`src/rtl/vga_fb_arbiter.sv`:
```
// Shares one character RAM between VGA cell prefetch and a req/ack status writer.
// Define VBLANK_WR_ONLY_EN to restrict writer grants to vertical blanking.
module vga_fb_arbiter #(
  parameter int COLS   = 80,
  parameter int ROWS   = 60,
  parameter int ADDR_W = 13,
  parameter int DATA_W = 16
) (
  input  logic              pixel_clk,
  input  logic              rst,
  input  logic [9:0]        counter_x,
  input  logic [8:0]        counter_y,
  input  logic              wr_req,
  input  logic [ADDR_W-1:0] wr_addr,
  input  logic [DATA_W-1:0] wr_data,
  output logic              wr_ack,
  output logic              wr_oob,
  output logic [ADDR_W-1:0] ram_addr,
  output logic              ram_we,
  output logic [DATA_W-1:0] ram_wdata,
  input  logic [DATA_W-1:0] ram_rdata,
  output logic [DATA_W-1:0] pix_word,
  output logic              pix_word_valid
);

  localparam logic [ADDR_W:0] CELLS = (ADDR_W+1)'(COLS * ROWS);

  typedef enum logic [1:0] {
    IDLE,
    GRANT,
    HOLD
  } wrState_t;

  wrState_t          wrState;
  logic [2:0]        phase;
  logic [9:0]        tx;
  logic [9:0]        ty;
  logic              tgtValid;
  logic              scanClaim;
  logic              vblankOk;
  logic              wrGo;
  logic              inRange;
  logic [ADDR_W-1:0] scanAddr;
  logic [DATA_W-1:0] nextWord;
  logic              nextValid;

  // Target is the cell whose first pixel follows the current cell.
  always_comb begin
    phase = counter_x[2:0];
    tx    = counter_x + 10'd4;
    ty    = {1'b0, counter_y};
    if (counter_x >= 10'd764) begin
      tx = counter_x - 10'd764;
      ty = {1'b0, counter_y} + 10'd1;
    end
    tgtValid  = (tx < 10'd640) && (ty < 10'd480);
    scanClaim = (phase == 3'd4) && tgtValid;
    scanAddr  = ADDR_W'(ty[8:3]) * ADDR_W'(COLS)
              + ADDR_W'(tx[9:3]);
    inRange   = {1'b0, wr_addr} < CELLS;
`ifdef VBLANK_WR_ONLY_EN
    vblankOk  = counter_y >= 9'd480;
`else
    vblankOk  = 1'b1;
`endif
    wrGo = (wrState == IDLE) && wr_req
        && !scanClaim && vblankOk;
  end

  always_ff @(posedge pixel_clk or posedge rst) begin
    if (rst) begin
      wrState        <= IDLE;
      ram_addr       <= '0;
      ram_we         <= 1'b0;
      ram_wdata      <= '0;
      wr_ack         <= 1'b0;
      wr_oob         <= 1'b0;
      pix_word       <= '0;
      pix_word_valid <= 1'b0;
      nextWord       <= '0;
      nextValid      <= 1'b0;
    end else begin
      ram_we <= 1'b0;
      wr_ack <= 1'b0;

      if (phase == 3'd4) nextValid <= tgtValid;
      if (phase == 3'd6) nextWord <= ram_rdata;
      if (phase == 3'd7) begin
        pix_word       <= nextWord;
        pix_word_valid <= nextValid;
      end

      if (scanClaim) ram_addr <= scanAddr;

      unique case (wrState)
        IDLE: begin
          if (wrGo) begin
            wrState   <= GRANT;
            ram_addr  <= wr_addr;
            ram_wdata <= wr_data;
            ram_we    <= inRange;
            wr_ack    <= 1'b1;
            if (!inRange) wr_oob <= 1'b1;
          end
        end
        GRANT:   wrState <= HOLD;
        HOLD:    wrState <= IDLE;
        default: wrState <= IDLE;
      endcase
    end
  end

endmodule

```
`config.mk`:
```
export PLATFORM = sky130hd
export DESIGN_NAME = vga_fb_arbiter
export DESIGN_NICKNAME = d
export VERILOG_FILES = /design/src/rtl/vga_fb_arbiter.sv
export SDC_FILE = /design/constraint.sdc
export NUM_CORES = 1
export LEC_CHECK = 0
export BUFFER_PORTS_ARGS = -buffer_cell sky130_fd_sc_hd__buf_4
export CAP_MARGIN = 20
export CORE_UTILIZATION = 52
export CTS_BUF_LIST = sky130_fd_sc_hd__clkbuf_4
export DETAILED_ROUTE_END_ITERATION = 16
export PLACE_DENSITY = 0.82
export SETUP_SLACK_MARGIN = 0.5
export SLEW_MARGIN = 30
export SYNTH_ARGS = -nofsm -noshare
export SYNTH_HDL_FRONTEND = slang
export SYNTH_SLANG_ARGS = --single-unit
```
`constraint.sdc`:
```
create_clock -name pixel_clk -period 2.66 [get_ports pixel_clk]
set_input_delay 0.399 -clock pixel_clk [delete_from_list [all_inputs] [get_ports pixel_clk]]
set_output_delay 0.399 -clock pixel_clk [all_outputs]
set_load 0.02 [all_outputs]
```
==> out/results.tsv <==
stage	metric	value	unit
power_and_ir_drop	p_switching	0.00120	W
outcome	status	complete, but fails checks	
floorplan	io-pin-count	116	
detailed_routing	ant_nets	0	
cts	cts_root_buffer	clkbuf_4	
yosys	synth_area_per_cell	12.5	um^2
detailed_routing	drc	0	
floorplan	dieArea	6830	um^2
yosys	synth.yosys.warnings	0	
cts	htree_levels	3	
detailed_routing	dr_total_vias	2847	
grt	grt_pass1_vias	2590	
yosys	ys_types	40	
layout	multiInputGateArea	1840	um^2
setup_path	start_kind	primary input	
layout	drive_above_1_share	61.5	%
yosys	synth_fp_nets	349	
detailed_routing	routedWlPerCell	16.8	um
setup_path	cp_max_fo	2	
sta	setup_viol	4	
grt	overflow	0	
place	port-buffer-count	115	
worst_hold_path	hold_class	in -> async	
layout	finalCoreUtilization	82.4	%
sta	hold_viol_final	0	
sta	maxSlewViolCount	0	
power_and_ir_drop	comb_power_share	40.6	%
sta	slew_headroom	52.5	%
cts	cts_tree	yes	
sta	fmax	334	MHz
layout	fillCellCount	355	
yosys	netlist_area	3380	um^2
power_and_ir_drop	power.leakage	2.52	nW
setup_path	required	2.98	ns
power_and_ir_drop	p_int	0.00233	W
power_and_ir_drop	clkPwrFrac	19.2	%
yosys	ys_seq_area_share	50.3	%
sta	tns	-0.797	ns
sta	fin_skew	0.0236	ns
setup_path	critPathKind	in -> reg	
cts	cts_buffer_depth	2	
floorplan	chipHeight	82.7	um
yosys	synth_simple_gate_area_share	9.58	%
setup_path	rrSetupSlack	1.05	ns
yosys	synth_top_family_by_area	multiplexers	
layout	layout_commonest_cell	buf_4	
outcome	violations	negative setup slack	
floorplan	die_x	82.7	um
floorplan	placement_rows	29	
cts	clk_latency	0.41	ns
layout	mostFrequentLayoutCells	buf_4 (158), dfrtp_1 (68), mux2_2 (32)	
yosys	synthAdderAreaFrac	4.51	%
setup_path	crit_arrival	3.32	ns
power_and_ir_drop	peakVddDrop	0.000507	V
sta	max_slew.worst_pin.slew	0.711	ns
layout	nNetsFinal	527	
detailed_routing	vias_per_cell	5.36	
cts	cts_made_buffers	9	
sta	period_needed	3.00	ns
place	hpwlAfterDp	5.99	mm
floorplan	initial_core_util	53.6	%
yosys	synth_compound_area_share	7.03	%
layout	seqCellArea	1700	um^2
grt	antenna_found_initial	0	
detailed_routing	drt_iter0_drc	112	
power_and_ir_drop	pwr-share-seq	40.2	%
flow_run	max_cap_violations	0	
sta	fin_crit_sh	113	%
floorplan	coreArea	6310	um^2
detailed_routing	dr.pass1.iters	4	
place	gp_congestion	0.870	
power_and_ir_drop	switching_share	33.9	%
yosys	ys_seq_elements	68	
setup_path	cp-end-kind	flip-flop	
layout	area_growth_syn_to_layout	53.7	%
layout	antenna_cells	0	
sta	rsz0062_at_grt	yes	
grt	grt_pass1_wl	12.5	mm
yosys	synth_cells	271	
sta	setup_ws	-0.337	ns
yosys	synth-xor-area-share	5.44	%
cts	clkTransAtPathRegs	0.12	ns
yosys	synthMuxAreaShare	20.7	%
grt	grt_max_degree	38	
cts	cts_sinks	68	
power_and_ir_drop	p_per_area	678	nW/um^2
grt	track_usage	25.0	%
detailed_routing	wl	8.90	mm
## critical path: stages
cell and delay, ns:
buf_6 0.07, and4_4 0.22, a21o_1 0.15, nand3_2 0.11, xor2_2 0.21, inv_1 0.08, ha_1 0.31, ha_2 0.19
fa_2 0.37, xor2_2 0.18, nand4_1 0.15, or2_4 0.26, or4_4 0.43, a41oi_2 0.18
## cell type report
type | instances | share of cell area [%]
timing repair buffer | 176 | 26.9
inverter | 7 | 0.505
clock inverter | 7 | 1.42
tap | 77 | 1.85
multi-input combinational | 187 | 35.3
sequential | 68 | 32.7
clock buffer | 9 | 1.30
## cell families (layout without fill, tap and decap cells)
| kind of cell | after synthesis | in the layout |
|---|---|---|
| flops | 68 | 68 |
| xor+xnor | 21 | 21 |
| simple gates | 59 | 59 |
| compound gates | 38 | 38 |
| fa+ha+maj | 11 | 11 |
| buf+inv | 16 | 199 |
| mux | 58 | 58 |
## synthesized netlist by cell type (all sizes together)
cell type	instances	share of area, %
a211oi	3	0.67
a21boi	1	0.22
a21o	4	0.89
a21oi	8	1.2
a41oi	1	0.26
and3	1	0.19
and3b	1	0.26
and4	1	0.33
buf	3	1.0
clkbuf	6	0.67
dfrtp	68	50
fa	2	1.2
ha	9	3.3
inv	7	0.78
mux2	48	18
mux2i	10	3.0
nand2	16	1.8
nand2b	2	0.59
nand3	10	1.5
nand3b	2	0.44
nand4	4	0.74
nor2	7	0.78
nor2b	9	1.7
nor3	1	0.15
nor3b	2	0.59
nor4	1	0.19
o211ai	1	0.22
o21ai	13	1.9
o21bai	3	0.67
o221a	1	0.33
o22ai	1	0.19
o31a	1	0.26
o31ai	1	0.22
or2	1	0.19
or4	1	0.22
xnor2	13	3.4
xor2	8	2.1
## worst paths after layout
check,startpoint,cells after the start,endpoint
max reg2reg,wrState[0]$_DFFE_PP0P_,4,ram_wdata[7]$_DFFE_PP0P_
max,counter_x[4],14,ram_addr[12]$_DFF_PP0_
min reg2reg,wrState[1]$_DFFE_PP0P_,1,wrState[1]$_DFFE_PP0P_
min,rst,2,ram_wdata[14]$_DFFE_PP0P_
max in group asynchronous,rst,3,nextValid$_DFFE_PP0N_
min in group pixel_clk,ram_rdata[9],2,nextWord[9]$_DFFE_PP0N_
## repair_timing
action / in CTS / in global routing
gates resized for setup: 28 / 23
hold endpoints to repair: 0 / 0
pin swaps: 20 / 10
hold buffers: 0 / 0
setup buffers: 8 / 8
endpoints found under the setup margin: 7 / 7
## state kept, by name, indices dropped and copies added, names as in the netlist, 2 cells and up
| register | cells |
|---|---|
| ram_addr | 13 |
| pix_word | 16 |
| ram_wdata | 16 |
| wrState | 2 |
| nextWord | 16 |
## routing by layer
layer,track usage [%],wire length (um)
met1,31.2,3510
met4,9.48,210
met5,0,0
met3,4.29,528
met2,43.0,4660
## through the flow
| step | hold slack (ns) | instance area (um^2) | worst slack (ns) | instances | power (W) |
|---|---|---|---|---|---|
| detailed placement | 0.447 | 4700 | -0.728 | 499 | 0.00276 |
| global placement | 0.437 | 4700 | -0.555 | 499 | 0.00271 |
| finish | 0.111 | 5200 | -0.337 | 531 | 0.00353 |
| floorplan | 0.425 | 3460 | -0.574 | 271 | 0.00216 |
| global route | 0.145 | 5200 | -0.411 | 531 | 0.00372 |
| CTS | 0.100 | 5040 | -0.142 | 523 | 0.00349 |
## power by group through the flow
| stage | Combinational [W] | Sequential, W | Clock [W] |
|---|---|---|---|
| after global placement | 0.00129 | 0.00142 | 0 |
| after detailed placement | 0.00132 | 0.00144 | 0 |
| after floorplan | 0.000480 | 0.00168 | 0 |
| final | 0.00143 | 0.00142 | 0.000676 |
| after global routing | 0.00153 | 0.00145 | 0.000734 |
| after CTS | 0.00138 | 0.00142 | 0.000693 |
Note: power is estimated with default switching activity, not from simulation.
